--- src/rtl/mano_io_pkg.sv ---
// Purpose : shared types for the Mano basic-computer I/O controller.
// Latency : n/a (types and constants only).
// Backpr. : n/a.
package mano_io_pkg;

  localparam int CHAR_WIDTH = 8;

  typedef logic [CHAR_WIDTH-1:0] char_t;

  // Input device handshake: wait for load low, accept one char, hold ack until load drops.
  typedef enum logic [1:0] {
    IN_DISARMED = 2'd0,
    IN_ARMED    = 2'd1,
    IN_ACKED    = 2'd2
  } in_state_e;

  // Output side: READY means FGO=1, BUSY means OUTR holds an unsent character.
  typedef enum logic {
    OUT_READY = 1'b0,
    OUT_BUSY  = 1'b1
  } out_state_e;

endpackage

--- src/rtl/io_char_fifo.sv ---
// Purpose : small character FIFO with a registered head word.
// Latency : a push into an empty FIFO is visible on head_out after the same edge.
// Backpr. : push is dropped while full (caller must gate on full); pop while empty is ignored.
// Ports   : clock/reset (sync, active-high); push/data_in write side; pop/head_out read side;
//           empty/full describe the current contents, empty_next the contents after this edge.
module io_char_fifo
  import mano_io_pkg::*;
#(
  parameter int DEPTH = 4
) (
  input  logic                  clock,
  input  logic                  reset,
  input  logic                  push,
  input  logic [CHAR_WIDTH-1:0] data_in,
  input  logic                  pop,
  output logic [CHAR_WIDTH-1:0] head_out,
  output logic                  empty,
  output logic                  full,
  output logic                  empty_next
);

  localparam int AW = $clog2(DEPTH);
  localparam int CW = AW + 1;

  logic [CHAR_WIDTH-1:0] mem_q [DEPTH];
  logic [CHAR_WIDTH-1:0] mem_d [DEPTH];
  logic [AW-1:0]         wr_ptr_q, wr_ptr_d;
  logic [AW-1:0]         rd_ptr_q, rd_ptr_d;
  logic [CW-1:0]         count_q, count_d;
  logic [CHAR_WIDTH-1:0] head_q, head_d;
  logic                  push_eff, pop_eff;

  assign empty    = (count_q == '0);
  assign full     = (count_q == CW'(DEPTH));
  assign push_eff = push & ~full;
  assign pop_eff  = pop & ~empty;

  always_comb begin
    mem_d    = mem_q;
    wr_ptr_d = wr_ptr_q;
    rd_ptr_d = rd_ptr_q;
    count_d  = count_q;
    head_d   = head_q;

    if (push_eff) begin
      mem_d[wr_ptr_q] = data_in;
      wr_ptr_d        = wr_ptr_q + AW'(1);
    end
    if (pop_eff) begin
      rd_ptr_d = rd_ptr_q + AW'(1);
    end

    unique case ({push_eff, pop_eff})
      2'b10:   count_d = count_q + CW'(1);
      2'b01:   count_d = count_q - CW'(1);
      default: count_d = count_q;
    endcase

    // The head register must show the entry that will sit at rd_ptr after this edge.
    // When the FIFO is (or becomes) empty except for an incoming push, the pushed byte
    // has not reached mem_q yet, so it is forwarded directly.
    if (pop_eff) begin
      if (count_q > CW'(1)) begin
        head_d = mem_q[rd_ptr_d];
      end else if (push_eff) begin
        head_d = data_in;
      end
    end else if (push_eff && (count_q == '0)) begin
      head_d = data_in;
    end
  end

  assign empty_next = (count_d == '0);
  assign head_out   = head_q;

  always_ff @(posedge clock) begin
    if (reset) begin
      for (int i = 0; i < DEPTH; i++) mem_q[i] <= '0;
      wr_ptr_q <= '0;
      rd_ptr_q <= '0;
      count_q  <= '0;
      head_q   <= '0;
    end else begin
      mem_q    <= mem_d;
      wr_ptr_q <= wr_ptr_d;
      rd_ptr_q <= rd_ptr_d;
      count_q  <= count_d;
      head_q   <= head_d;
    end
  end

endmodule

--- src/rtl/mano_io_controller.sv ---
// Purpose : Mano I/O flags/registers (INPR/FGI, OUTR/FGO, IEN, IRQ) with a buffered input device.
// Latency : capture, INP pop, OUT load and flag/IRQ updates all take effect after one edge.
// Backpr. : input load waits without ack while the FIFO is full; OUT is ignored while FGO=0.
// Ports   : dev_* input device 4-phase load/ack; inpr/fgi/cpu_inp CPU input side;
//           outr_in/cpu_out/fgo + out_data/out_valid/out_ack output device;
//           cpu_ion/cpu_iof/cpu_int_ack drive IEN; irq_out = IEN & (FGI | FGO), registered.
module mano_io_controller
  import mano_io_pkg::*;
#(
  parameter int FIFO_DEPTH = 4
) (
  input  logic       clock,
  input  logic       reset,
  input  logic [7:0] dev_data_in,
  input  logic       dev_load_in,
  output logic       dev_ack_out,
  output logic [7:0] inpr_out,
  output logic       fgi_out,
  input  logic       cpu_inp_in,
  input  logic [7:0] outr_in,
  input  logic       cpu_out_in,
  output logic       fgo_out,
  output logic [7:0] out_data_out,
  output logic       out_valid_out,
  input  logic       out_ack_in,
  input  logic       cpu_ion_in,
  input  logic       cpu_iof_in,
  input  logic       cpu_int_ack_in,
  output logic       ien_out,
  output logic       irq_out
);

  in_state_e  in_state_q, in_state_d;
  out_state_e out_state_q, out_state_d;
  logic [7:0] outr_q, outr_d;
  logic       ien_q, ien_d;
  logic       irq_q, irq_d;

  logic       fifo_push;
  logic       fifo_empty, fifo_full, fifo_empty_next;
  logic [7:0] fifo_head;

  io_char_fifo #(
    .DEPTH (FIFO_DEPTH)
  ) u_fifo (
    .clock      (clock),
    .reset      (reset),
    .push       (fifo_push),
    .data_in    (dev_data_in),
    .pop        (cpu_inp_in),
    .head_out   (fifo_head),
    .empty      (fifo_empty),
    .full       (fifo_full),
    .empty_next (fifo_empty_next)
  );

  // Input handshake. Starting DISARMED after reset means a load already held high
  // is not captured: its character may belong to a transfer the reset interrupted.
  always_comb begin
    in_state_d = in_state_q;
    fifo_push  = 1'b0;
    unique case (in_state_q)
      IN_DISARMED: if (!dev_load_in) in_state_d = IN_ARMED;
      IN_ARMED: begin
        // A full FIFO simply stalls here; the device keeps load high until space appears.
        if (dev_load_in && !fifo_full) begin
          fifo_push  = 1'b1;
          in_state_d = IN_ACKED;
        end
      end
      IN_ACKED:    if (!dev_load_in) in_state_d = IN_ARMED;
      default:     in_state_d = IN_DISARMED;
    endcase
  end

  // Output side: OUTR is only written while READY, so a busy character is never clobbered.
  always_comb begin
    out_state_d = out_state_q;
    outr_d      = outr_q;
    unique case (out_state_q)
      OUT_READY: begin
        if (cpu_out_in) begin
          outr_d      = outr_in;
          out_state_d = OUT_BUSY;
        end
      end
      OUT_BUSY:  if (out_ack_in) out_state_d = OUT_READY;
      default:   out_state_d = OUT_READY;
    endcase
  end

  // IEN: clears win over set; IRQ is built from next-state flags so it tracks them
  // with the same one-edge latency as the flags themselves.
  always_comb begin
    ien_d = ien_q;
    if (cpu_int_ack_in || cpu_iof_in) begin
      ien_d = 1'b0;
    end else if (cpu_ion_in) begin
      ien_d = 1'b1;
    end
    irq_d = ien_d & (~fifo_empty_next | (out_state_d == OUT_READY));
  end

  always_ff @(posedge clock) begin
    if (reset) begin
      in_state_q  <= IN_DISARMED;
      out_state_q <= OUT_READY;
      outr_q      <= '0;
      ien_q       <= 1'b0;
      irq_q       <= 1'b0;
    end else begin
      in_state_q  <= in_state_d;
      out_state_q <= out_state_d;
      outr_q      <= outr_d;
      ien_q       <= ien_d;
      irq_q       <= irq_d;
    end
  end

  assign dev_ack_out   = (in_state_q == IN_ACKED);
  assign inpr_out      = fifo_head;
  assign fgi_out       = ~fifo_empty;
  assign fgo_out       = (out_state_q == OUT_READY);
  assign out_valid_out = (out_state_q == OUT_BUSY);
  assign out_data_out  = outr_q;
  assign ien_out       = ien_q;
  assign irq_out       = irq_q;

endmodule
--- config.mk ---
export PLATFORM = sky130hd
export DESIGN_NAME = mano_io_controller
export DESIGN_NICKNAME = d
export VERILOG_FILES = /design/src/rtl/mano_io_pkg.sv /design/src/rtl/io_char_fifo.sv /design/src/rtl/mano_io_controller.sv
export SDC_FILE = /design/constraint.sdc
export NUM_CORES = 1
export LEC_CHECK = 0
export CAP_MARGIN = 25
export CORE_UTILIZATION = 40
export DETAILED_ROUTE_END_ITERATION = 12
export GPL_ROUTABILITY_DRIVEN = 0
export SLEW_MARGIN = 20
export SYNTH_ARGS = -nofsm -noshare
export SYNTH_HDL_FRONTEND = slang
export SYNTH_SLANG_ARGS = --single-unit
export TNS_END_PERCENT = 50
--- constraint.sdc ---
create_clock -name clock -period 2.8 [get_ports clock]
set_input_delay 0.42 -clock clock [delete_from_list [all_inputs] [get_ports clock]]
set_output_delay 0.42 -clock clock [all_outputs]
set_load 0.01 [all_outputs]
After elaboration in Yosys (flattened, before gate mapping). Index checks and enable logic that the tools add are counted.

$add $sub $neg: 4. Magnitude comparators: 4. Eq/ne operators: 8. Mux-type cells: 22. Bitwise gates (word level): 11. Reduce and logical (&&, ||, !) cells: 13.

Operators with widths (number): 2-to-1 mux 8 bit (7); bitwise mux 32 bit (1); binary-select mux 8 bit (select 2 bit) (1); demux 8 bit (select 2 bit) (1); >= comparator 3 bit (second input constant) (2); zero test 3 bit (2); 2-to-1 mux 1 bit (6); 2-to-1 mux 2 bit (3); inverter 2 -> 3 bit (2); one-hot mux 3 bit (2 select lines) (1); AND reduction 2 bit (3); inverter 1 bit (5); adder 2 x 1 -> 2 bit (second input constant) (2); equality test 2 x 1 -> 1 bit (second input constant) (2); equality test 2 bit (second input constant) (2); inequality test 2 bit (second input constant) (2); one-hot mux 2 bit (2 select lines) (1); adder 3 x 1 -> 3 bit (second input constant) (1); AND 1 bit (3); equality test 3 bit (second input constant) (1); > comparator 3 x 1 -> 1 bit (second input constant) (1); logical AND 1 bit (3); less-than comparator 3 x 1 -> 1 bit (second input constant) (1); inequality test 3 x 2 -> 1 bit (second input constant) (1); 8 further kinds (8).

Flip-flop bits (word level): 60. Input bits: 25. Output and inout port bits: 22. Word-level logic and storage cells: 75.

Depth between registers and ports, before layout. Gate-level depths: netlist (run 1).

Depth in word-level cells: 12. Gate-level depth with buffers: 12. Depth with buffers taken out: 11.

Modules after synthesis. A second synthesis (run 1) with hierarchy kept.

Cells, all modules: 338. Area, all modules: 2835.2 um^2.

By module, submodules not included: io_char_fifo (times used 1, cells each 283, area an instance 2358.5 um^2, sequential area each 940.9 um^2); mano_io_controller (times used 1, cells each 55, area an instance 476.7 um^2, sequential area each 260.2 um^2).

Worst setup path before layout (run 1). No wires, ideal clock.

Path type: register -> register. Start point: register u_fifo.count_q[0]. End point: register irq_q (netlist: irq_out). Library setup time: 120 ps. Data arrival time: 2004 ps. Data required time: 2680 ps. Setup slack: 676 ps. Stages on the path, launching flop included: 11. Buffers on the path: 0. Clock period less this slack: 2124 ps. Cell sequence: dfxtp_1 -> inv_1 -> ha_1 -> nor2b_2 -> nor2_1 -> inv_1 -> ha_1 -> nor2b_1 -> o21ai_0 -> o211ai_1 -> o31a_1.

Word-level cells in the longest chain between the ends: 12. Elaborated cells on any way between the ends: 19. Those cells by class: add/sub: 2; eq/ne: 3; mux: 3; bitwise: 7; reduce/logical: 4.

Ends and longest elaborated chain: from (decl) (RTL line io_char_fifo.sv:29) `logic [CW-1:0] count_q, count_d;`; from (signal assigned) (RTL line io_char_fifo.sv:87) `count_q <= count_d;`; equality test 3 bit (RTL line io_char_fifo.sv:34) `assign full = (count_q == CW'(DEPTH));`; zero test 1 bit (RTL line mano_io_controller.sv:66) `if (dev_load_in && !fifo_full) begin`; logical AND 1 bit (RTL line mano_io_controller.sv:66); 2-to-1 mux 1 bit (RTL line mano_io_controller.sv:66); 2-to-1 mux 1 bit (RTL line mano_io_controller.sv:62) `unique case (in_state_q)`; AND 1 bit (RTL line io_char_fifo.sv:35) `assign push_eff = push & ~full;`; equality test 2 x 1 -> 1 bit / equality test 2 bit (equally long branches) (RTL line io_char_fifo.sv:53) `unique case ({push_eff, pop_eff})`; one-hot mux 3 bit (2 select lines) (*) (RTL line io_char_fifo.sv:53); zero test 3 bit (*) (RTL line io_char_fifo.sv:73) `assign empty_next = (count_d == '0);`; inverter 1 bit (*) (RTL line mano_io_controller.sv:101) `irq_d = ien_d & (~fifo_empty_next | (out_state_d == OUT_READY));`; bitwise OR 1 bit (*) (RTL line mano_io_controller.sv:101); AND 1 bit (*) (RTL line mano_io_controller.sv:101); to (signal assigned) (RTL line mano_io_controller.sv:116) `irq_q <= irq_d;`; to (decl) (RTL line mano_io_controller.sv:37) `logic irq_q, irq_d;`.

Every way passes the cells marked *; elsewhere a longest branch is shown, timed or not. A chain may end at the register's enable or synchronous reset.

Worst setup path after layout (run 1). Same ends and word-level chain as after synthesis.

==> results.md, run 1 <==
* Filler Cell Count at 663
* Post-route core utilization at 0.5091
* Worst setup path category: register to register
* Sequential-to-total area share from yosys stat at 0.4320
* Worst hold start: u_fifo.mem_q[2]$_SDFFE_PP0P_
* Final wirelength at 7259 µm
* Fraction of the mapped netlist area in compound gates at 0.1917
* Number of port buffers at 46
* Layout overhead on the synthesized area at 23.72%
* Power density over the cells at 539.4 mW/mm²
* Basic-gate share of the synthesized area counting and, or, nand and nor cells at 0.2331
* Post-route antenna net violation count at 0
* Tcrit/Tclk final at 0.8470
* Worst path required time at 3.03 ns
* # IOs at 47
* Total design power at 0.001855 W
* Combinational share of power at 0.096
* Flop pwr share at 0.478
* End of the worst register-to-register path: irq_out$_SDFF_PP0_
* Relative slew slack at 0.4236
* Overflow after GRT at 0
* Slowest cell delay on critical path at 0.43 ns
* Library cells used by synthesis at 46
* Number of design rule violations left after detail routing at 0
* Number of global-route vias before repair at 2340
* Fraction of layout cells with a size suffix above 1 at 0.06789
* Maximum number of pins on one net before global-route repair at 46
* EDFF count, synth at 0
* Setup-violating endpoint count in the final report at 0
* Clock-pin slew on the worst setup and hold paths at 0.07 ns
* Category of cells accounting for the largest share of critical-path delay: simple AND/OR/NAND/NOR gates
* Net switching fraction of the power at 0.2337
* Detailed-route via count at 2515
* Row count at 30
* Maximum vdd drop at 0.0002672 V
* Leakage power at 1.179 nW
* Reg-to-reg critical path startpoint: u_fifo.count_q[0]$_SDFF_PP0_
* WHS Path Cells at 2
* Post-cts hold buffer count at 0
* Most common flop cell mapped by yosys: sky130_fd_sc_hd__dfxtp_1
* Diodes inserted at 0
* CTS tree: built
* Number of nets in the final layout at 413
* Avg WL per Cell at 15.68 µm
* Buffer cell driving the clock tree root: sky130_fd_sc_hd__clkbuf_8
* Number of CTS-inserted buffers at 9
* Flip-flop and latch count after synthesis at 60
* Total placed cells including tap cells at 447
* Die span in x at 85.37 µm
* Worst hold endpoint: u_fifo.mem_q[2]$_SDFFE_PP0P_
* Biggest area contributors in the synthesized netlist: sky130_fd_sc_hd__dfxtp_1, sky130_fd_sc_hd__a21oi_1, sky130_fd_sc_hd__nand2_1
* Net count after synthesis at 375
* Cell internal power dissipation at 0.001422 W
* Cell count after synthesis at 340
* Number of violations of the max-capacitance limit at 0
* Arrival @ worst endpoint at 2.60 ns
* Crit path buf inv count at 2
* Core footprint at 0.006756 mm²
* First-pass GRT wire length at 11620 µm
* Post-Route Setup TNS at 0 ns
* Switching power of the nets at 0.0004336 W
* Post-Syn Area per Cell at 8.177 µm²
* Final critical-path required period at 2.372 ns
* Worst setup SP type: register
* Number of sinks driven by the clock tree at 60
* H-tree levels at 3
* Xor/xnor share of the synthesized area at 0.006301
* Fraction of synthesis flops using an asynchronous set or reset pin at 0
* Height of the die at 85.37 µm
* Cell area after technology mapping at 0.002780 mm²
* Critical-path cell with the highest stage delay: sky130_fd_sc_hd__dfxtp_1
* Number of search-and-repair iterations in the first detailed-routing pass at 4
* Warnings from Yosys at 0
* Mux share of post-synthesis cell area at 0.03420
* CP cell instances: inv_1, ha_1, nor2b_2, nor2_1, inv_1, ha_1, nor2b_1, o21ai_0, o211ai_1, o31a_1
* Share of power burned in the clock network at 0.426
* Drt via density at 5.432
* Share of the synthesized area in the top cell type at 0.4320
* Gr usage total at 0.2113
* Die footprint at 0.007288 mm²
* Number of non-filler instances in the completed layout at 463
* Biggest area consumer among synthesized cells: sky130_fd_sc_hd__dfxtp_1
* Final count of hold timing violations at 0
* Type of the worst min-delay path: register to register
* Number of cells on the worst reg-to-reg path at 10
* Final setup skew at 0.004049 ns
* Half-perimeter wire length after detailed placement at 4747 µm
* Critical Path Fanout Max at 6
* DR iter-0 viols at 155
* Worst reg-to-reg setup slack at 0.43 ns
* Maximum number of buffers from clock root to sink at 2
* Dominant combinational cell family by area after synthesis: simple AND/OR/NAND/NOR gates
* Sort of element at the end of the critical path: register
* Result of the run: finished clean
* Number of antenna violations at the first check in global routing at 0
* Worst Tran Pin Value at 0.8645 ns
* RSZ-0062 raised after global routing: false
* Final slew viol count at 0
* Highest attainable clock frequency at 0.4217 GHz
* Initial cell density of the core at 0.4115
* Arithmetic-cell share of the synthesized area counting full adders, half adders and majority gates at 0.04500
* Post-CTS Setup Inserts at 0
* Source-to-sink clock delay at the later pin of the worst-skew pair at 0.34 ns
* Cells resized by post-CTS repair at 0
layer usage:
layer  vias to the layer above  GRT usage  part of all wire
li1                       1262          -                 -
met1                      1194     0.2747              0.47
met2                        52     0.3306              0.47
met3                         7    0.06712             0.043
met4                         0    0.07576             0.012
met5                         -          0                 0
layout by cell type, fill, tap and decap left out, types with 2 or more instances in the layout:
cell type | synthesis | layout
sky130_fd_sc_hd__clkdlybuf4s50_1 | 0 | 45
sky130_fd_sc_hd__o221ai_1 | 4 | 4
sky130_fd_sc_hd__a21oi_1 | 48 | 48
sky130_fd_sc_hd__ha_1 | 10 | 10
sky130_fd_sc_hd__buf_4 | 5 | 3
sky130_fd_sc_hd__nor2b_1 | 7 | 7
sky130_fd_sc_hd__clkbuf_1 | 13 | 4
sky130_fd_sc_hd__nor2_1 | 14 | 14
sky130_fd_sc_hd__a211oi_1 | 7 | 7
sky130_fd_sc_hd__nand2b_1 | 2 | 2
sky130_fd_sc_hd__and2_1 | 5 | 5
sky130_fd_sc_hd__clkbuf_8 | 0 | 11
sky130_fd_sc_hd__nor3_1 | 4 | 4
sky130_fd_sc_hd__nand2_1 | 60 | 60
sky130_fd_sc_hd__mux2i_1 | 5 | 5
sky130_fd_sc_hd__mux2_2 | 4 | 4
sky130_fd_sc_hd__dfxtp_1 | 60 | 60
sky130_fd_sc_hd__nand3_1 | 34 | 34
sky130_fd_sc_hd__or2_1 | 2 | 2
sky130_fd_sc_hd__xnor2_1 | 2 | 2
sky130_fd_sc_hd__o21ai_0 | 8 | 8
sky130_fd_sc_hd__a32o_1 | 3 | 3
sky130_fd_sc_hd__o32ai_1 | 4 | 4
sky130_fd_sc_hd__nor4_1 | 4 | 4
sky130_fd_sc_hd__inv_1 | 11 | 11
registers in the layout, summed over array words and instances (netlist names):
signal           cells
u_fifo.head_out      8
u_fifo.rd_ptr_q      2
out_valid_out        1
u_fifo.wr_ptr_q      2
irq_out              1
out_data_out         8
u_fifo.mem_q        32
u_fifo.count_q       3
ien_out              1
in_state_q           2
per-stage QoR:
| step | setup WS (ns) | hold slack (ns) | cell area, µm² |
|---|---|---|---|
| after global routing | 0.2415 | 0.4709 | 3440 |
| after floorplan | 0.6764 | 0.4316 | 2780 |
| final | 0.4284 | 0.4514 | 3440 |
| after CTS | 0.4312 | 0.4557 | 3440 |
| after detailed placement | 0.3035 | 0.4475 | 3243 |
| after global placement | 0.3167 | 0.4405 | 3243 |
kinds of logic after synthesis:
group                    after synthesis
XOR/XNOR                               2
AO/OA/AOI/OAI                         86
multiplexers                           9
AND/OR/NAND/NOR                      139
adder cells (fa/ha/maj)               10
flip-flops                            60
buffers and inverters                 34
power by group through the flow:
stage               sequential [W]  combinational [W]  clock, W
floorplan                 0.000910          0.0000824         0
global placement          0.000905           0.000177         0
detailed placement        0.000906           0.000177         0
CTS                       0.000887           0.000178  0.000810
global route              0.000889           0.000193  0.000852
finish                    0.000887           0.000178  0.000791
cells in the mapped netlist (2+ instances only):
cell                       instances
sky130_fd_sc_hd__a211oi_1          7
sky130_fd_sc_hd__buf_2             2
sky130_fd_sc_hd__nand2_1          60
sky130_fd_sc_hd__nand3_1          34
sky130_fd_sc_hd__nor4_1            4
sky130_fd_sc_hd__clkbuf_1         13
sky130_fd_sc_hd__nor3_1            4
sky130_fd_sc_hd__inv_1            11
sky130_fd_sc_hd__xnor2_1           2
sky130_fd_sc_hd__or2_1             2
sky130_fd_sc_hd__nor2_1           14
sky130_fd_sc_hd__a32o_1            3
sky130_fd_sc_hd__o32ai_1           4
sky130_fd_sc_hd__nand2b_1          2
sky130_fd_sc_hd__dfxtp_1          60
sky130_fd_sc_hd__mux2_2            4
sky130_fd_sc_hd__a21oi_1          48
sky130_fd_sc_hd__o221ai_1          4
sky130_fd_sc_hd__nor2b_1           7
sky130_fd_sc_hd__o21ai_0           8
sky130_fd_sc_hd__and2_1            5
sky130_fd_sc_hd__mux2i_1           5
sky130_fd_sc_hd__ha_1             10
sky130_fd_sc_hd__buf_4             5
worst max-delay path by stage:
| stage | from | end | slack, ns | cells past startpoint |
|---|---|---|---|---|
| 2_1_floorplan | u_fifo.count_q[0]$_SDFF_PP0_ | irq_out$_SDFF_PP0_ | 0.68 | 10 |
| 3_3_place_gp | dev_load_in | irq_out$_SDFF_PP0_ | 0.32 | 8 |
| 3_5_place_dp | cpu_inp_in | irq_out$_SDFF_PP0_ | 0.30 | 9 |
| 4_1_cts | u_fifo.count_q[0]$_SDFF_PP0_ | irq_out$_SDFF_PP0_ | 0.43 | 10 |
| 5_1_grt | u_fifo.count_q[0]$_SDFF_PP0_ | irq_out$_SDFF_PP0_ | 0.24 | 11 |
| 6_report | u_fifo.count_q[0]$_SDFF_PP0_ | irq_out$_SDFF_PP0_ | 0.43 | 10 |
final cells by class:
type                            count  area [µm²]  area share
Inverter                           12       45.04     0.01310
Timing Repair Buffer               49       478.0      0.1390
Clock inverter                      1       30.03    0.008730
Multi-Input combinational cell    246        1419      0.4125
Sequential cell                    60        1201      0.3492
Clock buffer                       15       166.4     0.04838
Tap cell                           80       100.1     0.02910
worst min-delay path, delay by kind of cell (launching register included):
kind / cells / cell delay, ns
AOI/OAI and AO/OA: 1 / 0.05
and+or+nand+nor: 1 / 0.05
DFF: 1 / 0.30
(Power assumes the default switching activity.)
==> run 2: changes to the inputs <==
--- a/config.mk
+++ b/config.mk
@@ -9,6 +9,7 @@
 export CORE_UTILIZATION = 40
 export DETAILED_ROUTE_END_ITERATION = 12
 export GPL_ROUTABILITY_DRIVEN = 0
+export PLACE_DENSITY = 0.65
 export SLEW_MARGIN = 20
 export SYNTH_ARGS = -nofsm -noshare
 export SYNTH_HDL_FRONTEND = slang
==> constraint.sdc (replaced) <==
create_clock -name clock -period 2.1 [get_ports clock]
set_input_delay 0.315 -clock clock [delete_from_list [all_inputs] [get_ports clock]]
set_output_delay 0.315 -clock clock [all_outputs]
set_load 0.01 [all_outputs]
==> results.md, run 2 (synthesis gave the netlist of run 1 again) <==
* Clock-pin slew on the worst setup and hold paths at 0.06 ns
* Number of global-route vias before repair at 2449
* Highest attainable clock frequency at 0.4944 GHz
* Relative slew slack at 0.6395
* Final setup skew at 0.006485 ns
* Biggest register: u_fifo.mem_q
* H-tree levels at 3
* Source-to-sink clock delay at the later pin of the worst-skew pair at 0.33 ns
* Result of the run: finished clean
* Sort of element at the end of the critical path: register
* Core footprint at 0.006756 mm²
* Setup-violating endpoint count in the final report at 0
* Leakage power at 1.284 nW
* Number of flip-flops under the largest register name at 32
* Highest-count cells in the layout ignoring fill and taps: sky130_fd_sc_hd__dfxtp_1, sky130_fd_sc_hd__nand2_1, sky130_fd_sc_hd__a21oi_1
* Post-route core utilization at 0.5356
* Drt via density at 5.407
* # IOs at 47
* Overflow after GRT at 0
* Number of violations of the max-capacitance limit at 0
* Total design power at 0.002428 W
* Gr usage total at 0.2093
* Maximum vdd drop at 0.0003512 V
* Layout overhead on the synthesized area at 30.15%
* Number of sinks driven by the clock tree at 60
* Fraction of layout cells with a size suffix above 1 at 0.1322
* Final count of hold timing violations at 0
* Type of the worst min-delay path: input port to register
* Initial cell density of the core at 0.4115
* Maximum number of buffers from clock root to sink at 2
* Half-perimeter wire length after detailed placement at 4971 µm
* RSZ-0062 raised after global routing: true
* Post-route antenna net violation count at 0
* Leading cell type in the layout, fill and taps excluded: sky130_fd_sc_hd__dfxtp_1
* Worst path required time at 2.32 ns
* Final slew viol count at 0
* Worst Tran Pin Value at 0.5396 ns
* Buffer cell driving the clock tree root: sky130_fd_sc_hd__clkbuf_8
* Die footprint at 0.007288 mm²
* Number of search-and-repair iterations in the first detailed-routing pass at 4
* Power density over the cells at 670.9 mW/mm²
* Diodes inserted at 0
* Number of antenna violations at the first check in global routing at 0
* Total placed cells including tap cells at 464
* CTS tree: built
* Worst setup SP type: input port
* Final critical-path required period at 2.023 ns
* Die span in x at 85.37 µm
* Number of design rule violations left after detail routing at 0
* Arrival @ worst endpoint at 2.24 ns
* Final wirelength at 7242 µm
* Row count at 30
* Height of the die at 85.37 µm
* Tcrit/Tclk final at 0.9632
* Detailed-route via count at 2601
* Number of non-filler instances in the completed layout at 481
* Avg WL per Cell at 15.06 µm
* Worst setup path category: input port to register
* Number of nets in the final layout at 431
* First-pass GRT wire length at 11940 µm
* Filler Cell Count at 651
* Maximum number of pins on one net before global-route repair at 39
* Number of port buffers at 46
* Critical Path Fanout Max at 5
* Number of CTS-inserted buffers at 9
* DR iter-0 viols at 213
[run 2: path summary, 6_finish.rpt]
check	start	endpoint	slack [ns]	cells after the start
max	dev_load_in	irq_out$_SDFF_PP0_	0.08	8
min	reset	u_fifo.rd_ptr_q[1]$_SDFF_PP0_	0.44	2
max reg2reg	u_fifo.count_q[1]$_SDFF_PP0_	u_fifo.head_out[4]$_SDFFE_PP0P_	0.10	8
min reg2reg	out_data_out[7]$_SDFFE_PP0P_	out_data_out[7]$_SDFFE_PP0P_	0.46	2
[run 2: timing repair]
action | in CTS | in global routing
gates cloned | 0 | 0
buffers inserted | 0 | 1
pin swaps | 0 | 1
gates resized for setup | 1 | 12
endpoints found under the setup margin | 2 | 35
hold buffers | 0 | 0
[run 2: area by class of cell]
cell class / count / area (µm²) / area share
Timing Repair Buffer: 67 / 619.3 / 0.1712
Inverter: 12 / 45.04 / 0.01245
Multi-Input combinational cell: 246 / 1468 / 0.4056
Clock inverter: 4 / 50.05 / 0.01383
Sequential cell: 60 / 1201 / 0.3319
Tap cell: 80 / 100.1 / 0.02766
Clock buffer: 12 / 135.1 / 0.03734
[run 2: through the flow]
step           hold slack, ns  area (µm²)  worst slack (ns)  setup TNS (ns)
5_1_grt                0.4791        3618          -0.08294        -0.08294
3_3_place_gp           0.4384        3373           -0.1871          -4.629
3_5_place_dp           0.4486        3373           -0.2714          -5.670
2_1_floorplan          0.4056        2784           0.03703               0
6_report               0.4428        3618           0.07724               0
4_1_cts                0.4480        3563           0.02151               0
[run 2: critical path, stage by stage]
cell                              delay, ns
sky130_fd_sc_hd__clkdlybuf4s50_1       0.50
sky130_fd_sc_hd__nor2b_1               0.29
sky130_fd_sc_hd__nand3_4               0.15
sky130_fd_sc_hd__ha_4                  0.31
sky130_fd_sc_hd__nor3b_1               0.05
sky130_fd_sc_hd__o21ai_0               0.18
sky130_fd_sc_hd__o211ai_1              0.14
sky130_fd_sc_hd__o31a_1                0.31
[run 2: report_power, final]
part / internal [W] / leakage (nW) / total (W) / switching [W]
logic: 0.000129 / 0.711 / 0.000254 / 0.000125
clock network: 0.000547 / 0.0866 / 0.000991 / 0.000444
registers: 0.00117 / 0.486 / 0.00118 / 0.0000176
[run 2: layer usage]
layer  vias to the layer above  global-route usage  part of all wire
li1                       1300                   -                 -
met1                      1233              0.2875              0.47
met2                        58              0.3314              0.48
met3                        10             0.03113             0.039
met4                         0             0.08333             0.014
met5                         -                   0                 0
==> run 3: changes to the inputs <==
==> constraint.sdc (replaced) <==
create_clock -name clock -period 2.1 [get_ports clock]
set_input_delay 0.315 -clock clock [delete_from_list [all_inputs] [get_ports clock]]
set_output_delay 0.315 -clock clock [all_outputs]
set_load 0.02 [all_outputs]
==> results.md, run 3 (synthesis gave the netlist of run 1 again) <==
* Post-placement setup slack at -0.2714 ns
* Core footprint at 0.006756 mm²
* Final slew viol count at 0
* Final count of hold timing violations at 0
* Leading cell type in the layout, fill and taps excluded: sky130_fd_sc_hd__dfxtp_1
* Number of sinks driven by the clock tree at 60
* Combinational share of power at 0.110
* Number of cells on the worst reg-to-reg path at 9
* Biggest register: u_fifo.mem_q
* Drt via density at 5.455
* Number of design rule violations left after detail routing at 0
* Total design power at 0.002447 W
* Post-route antenna net violation count at 0
* Sort of element at the end of the critical path: register
* Half-perimeter wire length after detailed placement at 4971 µm
* Maximum number of buffers from clock root to sink at 2
* Worst setup path category: input port to register
* Highest-count cells in the layout ignoring fill and taps: sky130_fd_sc_hd__dfxtp_1, sky130_fd_sc_hd__nand2_1, sky130_fd_sc_hd__a21oi_1
* Arrival @ worst endpoint at 2.24 ns
* Maximum vdd drop at 0.0003537 V
* Number of flip-flops under the largest register name at 32
* Number of non-filler instances in the completed layout at 481
* Die footprint at 0.007288 mm²
* Tcrit/Tclk final at 0.9652
* Worst hold endpoint: u_fifo.rd_ptr_q[1]$_SDFF_PP0_
* Number of antenna violations at the first check in global routing at 0
* Switching power of the nets at 0.0006050 W
* Leakage power at 1.275 nW
* Gr usage total at 0.2093
* First-pass GRT wire length at 11940 µm
* Number of global-route vias before repair at 2449
* Layout overhead on the synthesized area at 30.47%
* Die span in x at 85.37 µm
* Flop pwr share at 0.483
* Source-to-sink clock delay at the later pin of the worst-skew pair at 0.33 ns
* Highest attainable clock frequency at 0.4933 GHz
* Height of the die at 85.37 µm
* Number of port buffers at 46
* Cell internal power dissipation at 0.001842 W
* Number of violations of the max-capacitance limit at 0
* Worst reg-to-reg setup slack at 0.10 ns
* H-tree levels at 3
* Worst path required time at 2.32 ns
* CP cell instances: clkdlybuf4s50_1, nor2b_1, nand3_4, ha_4, nor3b_1, o21ai_0, o211ai_1, o31a_1
* Buffer cell driving the clock tree root: sky130_fd_sc_hd__clkbuf_8
* Maximum number of pins on one net before global-route repair at 39
* Setup-violating endpoint count in the final report at 0
* Overflow after GRT at 0
* Hold Slack at 0.4449 ns
* Worst Tran Pin Value at 0.5363 ns
* Final wirelength at 7272 µm
* Initial cell density of the core at 0.4115
* Number of nets in the final layout at 431
* Worst hold start: reset
* CTS tree: built
* Diodes inserted at 0
* Result of the run: finished clean
* Reg-to-reg critical path startpoint: u_fifo.count_q[1]$_SDFF_PP0_
* Relative slew slack at 0.6417
* DR iter-0 viols at 188
* Detailed-route via count at 2624
* Fraction of layout cells with a size suffix above 1 at 0.1347
* Number of CTS-inserted buffers at 9
* Share of power burned in the clock network at 0.407
* Final critical-path required period at 2.027 ns
* Slowest cell delay on critical path at 0.50 ns
* Avg WL per Cell at 15.12 µm
* Filler Cell Count at 655
* # IOs at 47
* Minimum setup slack in the final design at 0.07298 ns
* Final setup skew at 0.006596 ns
* Type of the worst min-delay path: input port to register
* End of the worst register-to-register path: u_fifo.head_out[4]$_SDFFE_PP0P_
* Critical-path cell with the highest stage delay: sky130_fd_sc_hd__clkdlybuf4s50_1
* Power density over the cells at 674.6 mW/mm²
* Worst setup SP type: input port
* Net switching fraction of the power at 0.2473
* Clock-pin slew on the worst setup and hold paths at 0.07 ns
* Post-cts hold buffer count at 0
* RSZ-0062 raised after global routing: true
* WHS Path Cells at 2
* Total placed cells including tap cells at 464
* Number of search-and-repair iterations in the first detailed-routing pass at 4
* Row count at 30
* Critical Path Fanout Max at 5
[run 3: changes by cell type in the layout (fill, tap and decap cells not counted), sizes merged]
cell,change
dlygate4sd2,+1
dlymetal6s2s,-1
[run 3: final cells by class]
cell class / count / area [µm²] / share of cell area
Clock inverter: 4 / 50.05 / 0.01380
Sequential cell: 60 / 1201 / 0.3311
Tap cell: 80 / 100.1 / 0.02760
Timing Repair Buffer: 67 / 615.6 / 0.1697
Multi-Input combinational cell: 246 / 1480 / 0.4081
Clock buffer: 12 / 135.1 / 0.03725
Inverter: 12 / 45.04 / 0.01242
[run 3: worst max path at each step]
| stage | start | endpoint | slack (ns) |
|---|---|---|---|
| after detailed placement | dev_load_in | irq_out$_SDFF_PP0_ | -0.27 |
| after global routing | u_fifo.count_q[1]$_SDFF_PP0_ | irq_out$_SDFF_PP0_ | -0.04 |
| after floorplan | u_fifo.count_q[0]$_SDFF_PP0_ | irq_out$_SDFF_PP0_ | 0.04 |
| final | dev_load_in | irq_out$_SDFF_PP0_ | 0.07 |
| after global placement | dev_load_in | irq_out$_SDFF_PP0_ | -0.19 |
| after CTS | u_fifo.count_q[1]$_SDFF_PP0_ | irq_out$_SDFF_PP0_ | 0.02 |
[run 3: timing repair]
item,CTS,global route
gates cloned,0,0
setup endpoints to repair,2,34
gates resized for setup,2,13
buffers inserted,0,1
[run 3: power by group through the flow]
stage / clock network [W] / registers (W) / logic, W
after floorplan: 0 / 0.00123 / 0.000112
after global placement: 0 / 0.00121 / 0.000261
after detailed placement: 0 / 0.00121 / 0.000263
after CTS: 0.00101 / 0.00118 / 0.000265
after global routing: 0.00106 / 0.00119 / 0.000294
final: 0.000995 / 0.00118 / 0.000269
[run 3: critical path: cells and delay by family]
family          cells  cell delay [ns]
compound gates      3             0.63
fa+ha+maj           1             0.31
simple gates        3             0.49
buf+inv             1             0.50
[run 3: per-stage QoR]
step	setup TNS (ns)	utilization	instance area, µm²
3_5_place_dp	-5.670	0.4993	3373
6_report	0	0.5369	3627
2_1_floorplan	0	-	2784
4_1_cts	0	0.5272	3562
5_1_grt	-0.04783	0.5369	3627
3_3_place_gp	-4.629	0.4993	3373
[run 3: per-layer routing]
metal	wire [µm]	track usage	up-vias
met1	3411	0.2875	1244
met3	286	0.03113	15
met5	0	0	-
met2	3429	0.3314	64
met4	146	0.08333	0
li1	-	-	1301
